<file path="src/rtl/hazard_ctrl_pkg.sv">
// Shared constants for the pipeline hazard controller: state encodings,
// the hard-wired zero register, counter widths and a saturating increment.
package hazard_ctrl_pkg;

  localparam logic [2:0] ST_BOOT  = 3'd0;
  localparam logic [2:0] ST_RUN   = 3'd1;
  localparam logic [2:0] ST_STALL = 3'd2;
  localparam logic [2:0] ST_DRAIN = 3'd3;
  localparam logic [2:0] ST_HALT  = 3'd4;

  localparam logic [4:0] REG_X0 = 5'd0;

  localparam int SEQ_CNT_W  = 4;
  localparam int PERF_CNT_W = 32;

  localparam logic [PERF_CNT_W-1:0] PERF_CNT_MAX = '1;

  // Performance counters stick at all-ones instead of wrapping.
  function automatic logic [PERF_CNT_W-1:0] sat_inc(input logic [PERF_CNT_W-1:0] val);
    return (val == PERF_CNT_MAX) ? val : val + 1'b1;
  endfunction

endpackage

</file>
<file path="src/rtl/load_use_detect.sv">
// Load-use hazard detection: the instruction in ID reads a register that a
// load currently in EX will write. x0 never causes a hazard; matching on
// both source registers still yields a single flag.
module load_use_detect
  import hazard_ctrl_pkg::*;
(
  input  logic [4:0] id_rs1,
  input  logic [4:0] id_rs2,
  input  logic       id_uses_rs1,
  input  logic       id_uses_rs2,
  input  logic [4:0] ex_rd,
  input  logic       ex_mem_read,
  output logic       hazard
);

  logic rs1_match;
  logic rs2_match;

  // Pure combinational compare, no state.
  always_comb begin
    rs1_match = id_uses_rs1 && (id_rs1 == ex_rd);
    rs2_match = id_uses_rs2 && (id_rs2 == ex_rd);
    hazard    = ex_mem_read && (ex_rd != REG_X0) && (rs1_match || rs2_match);
  end

endmodule

</file>
<file path="src/rtl/pipeline_hazard_ctrl.sv">
// Sequencing controller for the 5-stage pipeline: boot, load-use stalls,
// taken-branch redirect/flush and halt drain.
// Optional bubble/flush performance counters are built when the macro
// HAZARD_PERF_CNT_EN is defined; otherwise StallCnt/FlushCnt read 0.
//
// state    | meaning
// ---------+--------------------------------------------------------------
// BOOT     | pipeline held and flushed; PC loaded with RESET_PC on last cycle
// RUN      | normal flow; branch redirect, first load-use bubble, halt entry
// STALL    | additional load-use bubbles (LOAD_STALL > 1)
// DRAIN    | fetch stopped, older instructions retire
// HALT     | core stopped until Reset
module pipeline_hazard_ctrl
  import hazard_ctrl_pkg::*;
#(
  parameter int              XLEN         = 64,
  parameter logic [XLEN-1:0] RESET_PC     = '0,
  parameter int              BOOT_CYCLES  = 2,
  parameter int              LOAD_STALL   = 1,
  parameter int              DRAIN_CYCLES = 3
) (
  input  logic            Clk,
  input  logic            Reset,
  input  logic [4:0]      IdRs1,
  input  logic [4:0]      IdRs2,
  input  logic            IdUsesRs1,
  input  logic            IdUsesRs2,
  input  logic            IdHalt,
  input  logic [4:0]      ExRd,
  input  logic            ExMemRead,
  input  logic            BrTaken,
  input  logic [XLEN-1:0] BrTarget,
  output logic            PCWrite,
  output logic            IFIDWrite,
  output logic            IFIDFlush,
  output logic            IDEXFlush,
  output logic            Jump,
  output logic [XLEN-1:0] NewPC,
  output logic            Halted,
  output logic [31:0]     StallCnt,
  output logic [31:0]     FlushCnt
);

  localparam logic [SEQ_CNT_W-1:0] BOOT_LAST  = SEQ_CNT_W'(BOOT_CYCLES - 1);
  localparam logic [SEQ_CNT_W-1:0] STALL_LAST = SEQ_CNT_W'(LOAD_STALL - 1);
  localparam logic [SEQ_CNT_W-1:0] DRAIN_LAST = SEQ_CNT_W'(DRAIN_CYCLES - 1);
  localparam bit                   MULTI_STALL = (LOAD_STALL > 1);

  logic [2:0]           state, state_nxt;
  logic [SEQ_CNT_W-1:0] cnt, cnt_nxt;
  logic                 load_use;

  load_use_detect u_load_use_detect (
    .id_rs1      (IdRs1),
    .id_rs2      (IdRs2),
    .id_uses_rs1 (IdUsesRs1),
    .id_uses_rs2 (IdUsesRs2),
    .ex_rd       (ExRd),
    .ex_mem_read (ExMemRead),
    .hazard      (load_use)
  );

  // State and sequence counter; Reset wins over everything.
  always_ff @(posedge Clk) begin
    if (Reset) begin
      state <= ST_BOOT;
      cnt   <= '0;
    end else begin
      state <= state_nxt;
      cnt   <= cnt_nxt;
    end
  end

  // Zero-latency pipeline controls and next-state selection.
  always_comb begin
    PCWrite   = 1'b1;
    IFIDWrite = 1'b1;
    IFIDFlush = 1'b0;
    IDEXFlush = 1'b0;
    Jump      = 1'b0;
    NewPC     = '0;
    Halted    = 1'b0;
    state_nxt = state;
    cnt_nxt   = cnt;

    case (state)
      ST_BOOT: begin
        PCWrite   = 1'b0;
        IFIDWrite = 1'b0;
        IFIDFlush = 1'b1;
        IDEXFlush = 1'b1;
        cnt_nxt   = cnt + 1'b1;
        if (cnt == BOOT_LAST) begin
          PCWrite   = 1'b1;
          Jump      = 1'b1;
          NewPC     = RESET_PC;
          state_nxt = ST_RUN;
          cnt_nxt   = '0;
        end
      end

      ST_RUN: begin
        if (BrTaken) begin
          // Redirect squashes whatever sits in IF/ID, including hazards/halts.
          Jump      = 1'b1;
          NewPC     = BrTarget;
          IFIDFlush = 1'b1;
          IDEXFlush = 1'b1;
        end else if (load_use) begin
          PCWrite   = 1'b0;
          IFIDWrite = 1'b0;
          IDEXFlush = 1'b1;
          if (MULTI_STALL) begin
            state_nxt = ST_STALL;
            cnt_nxt   = SEQ_CNT_W'(1);
          end
        end else if (IdHalt) begin
          // Halt instruction moves on to EX; nothing behind it is fetched.
          PCWrite   = 1'b0;
          IFIDFlush = 1'b1;
          state_nxt = ST_DRAIN;
          cnt_nxt   = '0;
        end
      end

      ST_STALL: begin
        if (BrTaken) begin
          Jump      = 1'b1;
          NewPC     = BrTarget;
          IFIDFlush = 1'b1;
          IDEXFlush = 1'b1;
          state_nxt = ST_RUN;
          cnt_nxt   = '0;
        end else begin
          PCWrite   = 1'b0;
          IFIDWrite = 1'b0;
          IDEXFlush = 1'b1;
          cnt_nxt   = cnt + 1'b1;
          if (cnt == STALL_LAST) begin
            state_nxt = ST_RUN;
            cnt_nxt   = '0;
          end
        end
      end

      ST_DRAIN: begin
        PCWrite   = 1'b0;
        IFIDWrite = 1'b0;
        IFIDFlush = 1'b1;
        cnt_nxt   = cnt + 1'b1;
        if (cnt == DRAIN_LAST) begin
          state_nxt = ST_HALT;
          cnt_nxt   = '0;
        end
      end

      ST_HALT: begin
        Halted    = 1'b1;
        PCWrite   = 1'b0;
        IFIDWrite = 1'b0;
        IFIDFlush = 1'b1;
        IDEXFlush = 1'b1;
      end

      default: begin
        // Unreachable encodings recover through BOOT.
        PCWrite   = 1'b0;
        IFIDWrite = 1'b0;
        IFIDFlush = 1'b1;
        IDEXFlush = 1'b1;
        state_nxt = ST_BOOT;
        cnt_nxt   = '0;
      end
    endcase
  end

`ifdef HAZARD_PERF_CNT_EN
  logic                  stall_ev;
  logic                  flush_ev;
  logic [PERF_CNT_W-1:0] stall_cnt_q;
  logic [PERF_CNT_W-1:0] flush_cnt_q;

  // Bubble and redirect events; none occur in HALT, so the counters freeze there.
  always_comb begin
    stall_ev = !BrTaken && (((state == ST_RUN) && load_use) || (state == ST_STALL));
    flush_ev = BrTaken && ((state == ST_RUN) || (state == ST_STALL));
  end

  // Saturating event counters, cleared by Reset.
  always_ff @(posedge Clk) begin
    if (Reset) begin
      stall_cnt_q <= '0;
      flush_cnt_q <= '0;
    end else begin
      if (stall_ev) stall_cnt_q <= sat_inc(stall_cnt_q);
      if (flush_ev) flush_cnt_q <= sat_inc(flush_cnt_q);
    end
  end

  assign StallCnt = stall_cnt_q;
  assign FlushCnt = flush_cnt_q;
`else
  assign StallCnt = '0;
  assign FlushCnt = '0;
`endif

endmodule

</file>
<file path="config.mk">
export PLATFORM = sky130hd
export DESIGN_NAME = pipeline_hazard_ctrl
export DESIGN_NICKNAME = d
export VERILOG_FILES = /design/src/rtl/hazard_ctrl_pkg.sv /design/src/rtl/load_use_detect.sv /design/src/rtl/pipeline_hazard_ctrl.sv
export SDC_FILE = /design/constraint.sdc
export NUM_CORES = 1
export LEC_CHECK = 0
export ABC_AREA = 1
export BUFFER_PORTS_ARGS = -buffer_cell sky130_fd_sc_hd__buf_2
export CAP_MARGIN = 20
export CORE_AREA = 3 3 85 87
export CTS_BUF_LIST = sky130_fd_sc_hd__clkbuf_4 sky130_fd_sc_hd__clkbuf_8
export DETAILED_ROUTE_END_ITERATION = 8
export DIE_AREA = 0 0 88 90
export PLACE_DENSITY_LB_ADDON = 0.2
export SETUP_SLACK_MARGIN = 0.3
export SLEW_MARGIN = 20
export SYNTH_ARGS = -nofsm -noshare
export SYNTH_HDL_FRONTEND = slang
export SYNTH_SLANG_ARGS = --single-unit
</file>
<file path="constraint.sdc">
create_clock -name Clk -period 1.45 [get_ports Clk]
set_input_delay 0.29 -clock Clk [delete_from_list [all_inputs] [get_ports Clk]]
set_output_delay 0.29 -clock Clk [all_outputs]
set_load 0.005 [all_outputs]
</file>
# Yosys cells after proc, flatten, opt, wreduce, memory -nomap -nowiden
# Index checks and enable logic that the tools add are counted.
[word_totals]
regBits = 7
input_bits = 86
out_inout_bits = 134
word_cells = 65
[classes]
mux = 36
addsub = 1
eq_ne = 14
bitwise_logic = 1
reduce_logical = 11
[op_table]
columns = ["op", "n"]
rows = [
  ["64-bit 2-to-1 mux", 2],
  ["4-bit 2-to-1 mux", 7],
  ["3-bit 2-to-1 mux", 7],
  ["4-bit case mux with 5 select lines", 1],
  ["3-bit case mux with 5 select lines", 1],
  ["1-bit 2-to-1 mux", 13],
  ["5-bit == test", 2],
  ["2-bit inequality test (second input constant)", 5],
  ["1-bit case mux with 2 select lines", 4],
  ["7-bit AND reduction", 1],
  ["3-bit by 2-bit == test with 1-bit output (second input constant)", 2],
  ["5-bit nonzero test", 1],
  ["4-bit by 1-bit adder with 4-bit output (second input constant)", 1],
  ["4-bit by 1-bit == test with 1-bit output (second input constant)", 1],
  ["4-bit by 2-bit == test with 1-bit output (second input constant)", 1],
  ["1-bit logical AND", 4],
  ["4-bit zero test", 1],
  ["4-bit AND reduction", 1],
  ["3-bit by 1-bit == test with 1-bit output (second input constant)", 1],
  ["3-bit == test (second input constant)", 1],
  ["3-bit zero test", 1],
  ["3-bit inequality test (second input constant)", 1],
  ["1-bit case mux with 3 select lines", 1],
  ["2-bit OR reduction", 1],
  ["2 further kinds", 2],
]

# Depth between registers and ports, before layout
# Gate-level depths: netlist of run 1.
[depth]
word_depth = 7
ltp_mapped = 11
depth_no_buf = 11

# Hierarchy
# A second synthesis of run 1 with hierarchy kept.
[unflattened]
cells_unflattened = 340
hier_area_um2 = 1790.5
[by_module_without_submodules]
columns = ["module", "n_inst", "cells_per_inst", "seq_area_each_um2", "area_each_um2"]
rows = [
  ["pipeline_hazard_ctrl", 1, 286, 140.1, 1574.0],
  ["load_use_detect", 1, 54, 0.0, 216.5],
]

# Least setup slack after synthesis of run 1
# OpenSTA, ideal clock, no wires.
[synth_path]
kind = "reg2out"
start = "reg state[2]"
end = "out NewPC[35]"
arrival_time_ps = 1197
path_buffers = 2
stages_incl_launch_ff = 8
t_required_ps = 1160
setup_slack_ps = -37
path_cell_list = "dfxtp_1 -> nor3_4 -> inv_2 -> o21ai_2 -> nand2_2 -> buf_6 -> buf_8 -> nor2_4"
[synth_via]
elab_chain_cells = 3
elab_cells_between_ends = 4
cone_classes = "eq/ne: 2; mux: 1; reduce/logical: 1"
[synth_lines]
columns = ["element", "line_no", "source"]
rows = [
  ["start: declaration", "pipeline_hazard_ctrl.sv:49", "logic [2:0] state, state_nxt;"],
  ["start signal: assignment", "pipeline_hazard_ctrl.sv:69", "state <= state_nxt;"],
  ["3-bit by 2-bit == test with 1-bit output / 3-bit by 1-bit == test with 1-bit output (equally long branches)", "pipeline_hazard_ctrl.sv:86", "case (state)"],
  ["2-bit OR reduction (no source line) (*)", "n/a", ""],
  ["64-bit 2-to-1 mux (*)", "n/a", ""],
  ["end: declaration", "pipeline_hazard_ctrl.sv:38", "output logic [XLEN-1:0] NewPC,"],
]
# Mark *: on every way between the ends. The rest lies on a longest branch, timed or not.

# Worst setup path in the final report of run 1
[layout_path]
start = "reg state[2]"
end = "out PCWrite"
[layout_via]
elab_chain_cells = 2
elab_cells_between_ends = 4
cone_classes = "eq/ne: 2; mux: 1; reduce/logical: 1"
[layout_lines]
columns = ["element", "line_no", "source"]
rows = [
  ["3-bit by 2-bit == test with 1-bit output (tied with other cells)", "pipeline_hazard_ctrl.sv:86", ""],
  ["1-bit case mux with 3 select lines (*)", "pipeline_hazard_ctrl.sv:86", ""],
  ["end: declaration", "pipeline_hazard_ctrl.sv:33", "output logic PCWrite,"],
]
# Marked as above.

==> reports/qor.yml, run 1 <==
fin_tns_setup_ns: -21.51
grt_usage_pct: 14.52
violations: "negative setup slack"
vdd_drop_max_mv: 0.7565
drc: 0
dieArea_um2: 7920
rsz0062_at_grt: "true"
dp.cells: 574
synth.most_common_cell: "inv_1"
min_period_ns: 1.865
cap_violations: 0
syn_inst: 340
finalMaxSlewViolations: 0
multiInputGateArea_um2: 1491
syn_area_um2: 1968
critical_path.max_fanout: 2
r2r_slack_ns: 0.04
yosysWarnings: 0
drtIter0Drc: 42
overflow: 0
die_h_um: 90
power.total_mw: 3.521
crit_slowest_cell: "dfxtp_4"
nets: 611
postSynth.asyncResetShare_pct: 0
synth.distinct_cells: 28
via_per_inst: 3.806
crit_family: "buffers and inverters"
highest_layer: "met4"
numCtsBuffers: 3
synth-edff-count: 0
core-area_um2: 6422
antenna_left: 0
hold_class: "primary input to flop"
routed_wl_mm: 6.765
crit_buf_inv: 5
ys_seq_area_share_pct: 7.120
synth_top_area_share_pct: 24.41
dr.pass1.iters: 4
synth_area_leaders: "buf_4 (24%), inv_1 (17%), nor2_4 (12%), nor2_1 (10%), nand2_1 (9.9%)"
wl_met1_mm: 2.439
drive_above_1_share_pct: 59.04
h-tree-depth: 1
fmax_mhz: 536.2
cp_slowest_stage_delay_ns: 0.36
cp_common_cell: "buf_4"
clock-sinks: 7
antenna_cells: 0
cts_tree: "yes"
die_width_um: 88
synth_seq_cells: 7
placementRows: 29
clk_path_buf_depth: 2
met3_length_um: 452
ios: 220
period_share_pct: 128.6
syn_avg_cell_area_um2: 5.789
insertion_delay_ns: 0.23
synth_top_cells_by_count: "inv_1 (87), buf_4 (64), nor2_1 (55)"
seq_area_um2: 153.9
dp_slack_ns: -0.1519
grt_pass1_wl_mm: 9.618
grt_max_degree: 28
start_util_pct: 30.64
wl_met2_mm: 3.813
gp_congestion: 0.8183
fillers: 599
power.density_nw_per_um2: 1008
crit_required_ns: 1.16
detailed_place_hpwl_mm: 5.085
path_clk_slew_ns: 0.04
antenna_found_initial: 0
start_kind: "flop"
power_leakage_nw: 2.159
area_growth_pct: 77.37
place.port_buffers: 155
crit_chain: "nor3_4 -> inv_2 -> buf_4 -> buf_4 -> buf_4 -> nor2_4 -> nand2_2 -> nand3_2 -> buf_6"
setup_slack_ns: -0.4151
cp-end-kind: "output pin"
worstPathArrival_ns: 1.58
fin_cells: 597
root_buffer: "clkbuf_8"
vias: 2272
status: "finished with violations"
fin_worst_skew_ns: 0.001844
wire_per_inst_um: 11.33
crit_type: "flop to output pin"
holdBufCountCts: 0
synth_ff_type: "dfxtp_1"
hold_violations: 0
finalSetupViolations: 70
grt_pass1_vias: 1985
synth.largest_area_cell: "buf_4"
area by class of cell:
type	count	area share, %
repair buffers	184	37.17
multi-input cells	235	42.72
well taps	77	2.760
clock buffers	4	1.398
flip-flops and latches	7	4.409
inverters	90	11.54
report_power, final:
| group | total (mW) | internal (mW) | switching, mW | leakage, nW |
|---|---|---|---|---|
| Combinational | 2.89 | 1.48 | 1.42 | 2.07 |
| Sequential | 0.325 | 0.259 | 0.0659 | 0.0600 |
| Clock | 0.301 | 0.209 | 0.0912 | 0.0262 |
| Total | 3.52 | 1.94 | 1.58 | 2.16 |
worst reg2reg max path, cell delays in order, from the launching register on:
cell and delay [ns]:
dfxtp_4 0.36, nor3_4 0.19, inv_2 0.08, buf_4 0.13, buf_4 0.12, buf_4 0.13
nor2_4 0.11, nor2_2 0.04, nand4_1 0.08, a21oi_1 0.07
per-layer routing:
metal	vias up	GRT usage, %
li1	1194	-
met1	980	17.21
met2	89	28.08
met3	9	1.280
met4	0	1.790
met5	-	0
cell families (layout without fill, tap and decap cells):
group / after synthesis / in the layout / share of synthesized area, %
XOR/XNOR: 2 / 2 / 0.8902
AND/OR/NAND/NOR: 152 / 152 / 40.37
adder cells (fa/ha/maj): 4 / 4 / 2.543
flip-flops: 7 / 7 / 7.120
other: 1 / 64 / 0.1905
buffers and inverters: 161 / 278 / 45.01
AO/OA/AOI/OAI: 13 / 13 / 3.877
flip-flops by register name, summed over array words and instances, names as in the netlist:
signal and flops:
cnt 4, state 3
what timing repair did:
| item | in CTS | in global routing |
|---|---|---|
| buffers inserted | 9 | 6 |
| endpoints found under the setup margin | 77 | 77 |
| pin swaps | 14 | 24 |
| gates cloned | 3 | 1 |
| gates resized for setup | 57 | 62 |
path summary, 6_finish.rpt:
kind | start | to | cells past startpoint
hold / removal | Reset | cnt[0] | 2
setup / recovery | state[2] | PCWrite | 9
setup reg to reg | state[2] | state[1] | 9
hold reg to reg | cnt[3] | cnt[3] | 2
cell usage in the layout, fill, tap and decap left out, drive strengths merged:
cell type / count
and2: 1
nand2: 54
buf: 183
o21ai: 3
xor2: 1
nand3: 8
a22oi: 1
conb: 64
nand4: 3
o211ai: 2
nor2: 84
a21oi: 7
clkbuf: 5
or2: 1
dfxtp: 7
ha: 4
nor3: 1
inv: 90
xnor2: 1
metrics by stage:
step / area, µm² / hold slack [ns] / util [%]
3_3_place_gp: 2733 / 0.4795 / 42.55
6_report: 3491 / 0.3151 / 54.35
4_1_cts: 3164 / 0.2950 / 49.27
3_5_place_dp: 2733 / 0.4871 / 42.55
5_1_grt: 3491 / 0.3438 / 54.35
2_1_floorplan: 2313 / 0.3517 / -
No activity file was read; power rests on OpenSTA's default activity.
==> run 2, diff against run 1 <==
Settings changed: ABC_AREA 1 to not set, CELL_PAD_IN_SITES_DETAIL_PLACEMENT set to 0, CELL_PAD_IN_SITES_GLOBAL_PLACEMENT set to 1, CORE_AREA 3 3 85 87 to not set, CORE_MARGIN set to 3, CORE_UTILIZATION set to 17, DIE_AREA 0 0 88 90 to not set.
==> reports/qor.yml, run 2 <==
layout_commonest_cell: "buf_2"
start_kind: "primary input"
dr.pass1.iters: 4  # unchanged
placementRows: 35  # +21%
grt_max_degree: 56  # +100%
crit_slowest_cell: "or4_4"
cp-end-kind: "output pin"
wire_per_inst_um: 14.35  # +27%
fin_cells: 567  # -5.0%
crit_required_ns: 1.16  # about the same
synth.largest_area_cell: "buf_4"
worstPathArrival_ns: 1.75  # +0.17 ns
critical_path.max_fanout: 2  # unchanged
grt_pass1_vias: 2163  # +9.0%
die_width_um: 103.9  # +18%
multiInputGateArea_um2: 1663  # +11%
rsz0062_at_grt: "true"
drc: 0  # unchanged
finalMaxSlewViolations: 0  # unchanged
power_leakage_nw: 1.993  # -7.7%
numCtsBuffers: 3  # unchanged
yosysWarnings: 0  # unchanged
fillers: 935  # +56%
drtIter0Drc: 64  # +52%
synth_top_cells_by_count: "and3_1 (64), buf_4 (64), clkbuf_1 (16)"
crit_chain: "buf_6 -> or4_4 -> o21ai_4 -> inv_2 -> and2_4 -> buf_4 -> buf_6 -> o2bb2ai_4 -> buf_6"
h-tree-depth: 1  # unchanged
dp.cells: 537  # -6.4%
syn_avg_cell_area_um2: 7.027  # +21%
syn_inst: 232  # -32%
synth_ff_type: "dfxtp_1"
antenna_cells: 0  # unchanged
start_util_pct: 17.56  # -13 points
status: "finished with violations"
fmax_mhz: 489.5  # -8.7%
overflow: 0  # unchanged
synth_top_area_share_pct: 29.47  # +5.1 points
fin_util_pct: 43.65  # -11 points
drive_above_1_share_pct: 74.89  # +16 points
synth_area_leaders: "buf_4 (29%), and3_1 (25%), dfxtp_1 (8.6%), xnor2_1 (6.4%), clkbuf_1 (3.7%)"
grt_usage_pct: 13.31  # -1.2 points
area_growth_pct: 148.6
violations: "negative setup slack"
root_buffer: "clkbuf_8"
gp_congestion: 0.7775  # -5.0%
fin_worst_skew_ns: 0.004435  # +0.002591 ns
setup_slack_ns: -0.5931  # -0.1780 ns
dieArea_um2: 10800  # +36%
vias: 2268  # -0.18%
ios: 220  # unchanged
cap_violations: 0  # unchanged
place.port_buffers: 155  # unchanged
die_h_um: 103.9  # +15%
postSynth.asyncResetShare_pct: 0  # unchanged
hold_class: "primary input to flop"
antenna_found_initial: 0  # unchanged
insertion_delay_ns: 0.23  # about the same
grt_pass1_wl_mm: 11.85  # +23%
period_share_pct: 140.9  # +12 points
finalSetupViolations: 76  # +8.6%
nets: 529  # -13%
min_period_ns: 2.043  # +0.1780 ns
regMostFlops: "cnt"
reg_top3: "cnt (4), state (3)"
seq_area_um2: 153.9  # unchanged
largest_reg_flops: 4  # unchanged
via_per_inst: 4.000  # +5.1%
ys_seq_area_share_pct: 8.596  # +1.5 points
path_clk_slew_ns: 0.04  # about the same
syn_area_um2: 1630  # -17%
hold_violations: 0  # unchanged
synth_seq_cells: 7  # unchanged
core-area_um2: 9284  # +45%
detailed_place_hpwl_mm: 5.520  # +8.5%
crit_type: "primary input to output pin"
holdBufCountCts: 0  # unchanged
vdd_drop_max_mv: 0.4605  # -39%
antenna_left: 0  # unchanged
clock-sinks: 7  # unchanged
cp_common_cell: "buf_6"
synth.distinct_cells: 38  # +36%
clk_path_buf_depth: 2  # unchanged
final_cell_mix: "buf_2 (88), buf_6 (79), conb_1 (64)"
routed_wl_mm: 8.137  # +20%
power.density_nw_per_um2: 1194  # +18%
cts_tree: "yes"
cp_slowest_stage_delay_ns: 0.54  # +0.18 ns
synth-edff-count: 0  # unchanged
[run 2: cell families after synthesis]
logic type                 Yosys count  share of synthesized area (%)
AOI/OAI and AO/OA                   22                          9.595
xor gates and xnor gates            12                          6.447
and+or+nand+nor                     95                          34.92
muxes                                3                          1.995
adders and majority gates            4                          3.070
buffers and inverters               88                          35.15
DFF                                  7                          8.595
other                                1                         0.2300
[run 2: final timing paths]
check        cells after the start         to     start  slack, ns
max                              9  IFIDWrite   ExRd[4]      -0.59
min                              2   state[2]     Reset       0.39
max reg2reg                      7     cnt[2]  state[0]      -0.31
min reg2reg                      2     cnt[2]    cnt[2]       0.55
[run 2: timing repair]
action | in CTS | in global routing
endpoints found under the setup margin | 76 | 77
pin swaps | 50 | 31
gates cloned | 8 | 0
setup buffers | 16 | 2
resized for setup | 124 | 65
endpoints found under the hold margin | 0 | 0
[run 2: layer usage]
metal  wire length [µm]  part of all wire (%)  up-vias  track usage (%)
met2               4739                    58      123            27.07
li1                   -                     -     1088                -
met1               2709                    33     1049            14.07
met4                119                   1.5        0            2.849
met3                569                   7.0        8            2.235
met5                  0                     0        -                0
[run 2: cell type report]
cell class / instances / area share [%]
timing repair buffer: 221 / 49.31
multi-input combinational: 200 / 41.03
tap: 129 / 3.983
sequential: 7 / 3.797
clock buffer: 3 / 1.019
inverter: 6 / 0.7410
clock inverter: 1 / 0.1235
[run 2: worst max-delay path: cells and delay by family]
kind | cells | cell delay (ns)
AO/OA/AOI/OAI | 2 | 0.29
buffers and inverters | 5 | 0.50
AND/OR/NAND/NOR | 2 | 0.67
[run 2: metrics by stage]
step	hold WS [ns]	total power, mW	setup slack [ns]	cell area [µm²]	TNS, ns
global route	0.4248	5.155	-0.6653	4053	-33.90
global placement	0.5330	2.393	-0.6859	2653	-14.23
finish	0.3936	4.839	-0.5931	4053	-30.75
detailed placement	0.5376	2.399	-0.7095	2653	-14.21
floorplan	0.4522	1.607	-0.3626	2001	-2.025
CTS	0.3930	4.514	-0.6136	3692	-32.73
[run 2: power breakdown]
| group | internal (mW) | switching [mW] | total, mW |
|---|---|---|---|
| Clock | 0.187 | 0.0992 | 0.286 |
| Combinational | 2.69 | 1.53 | 4.22 |
| Sequential | 0.269 | 0.0648 | 0.334 |
| Total | 3.14 | 1.70 | 4.84 |
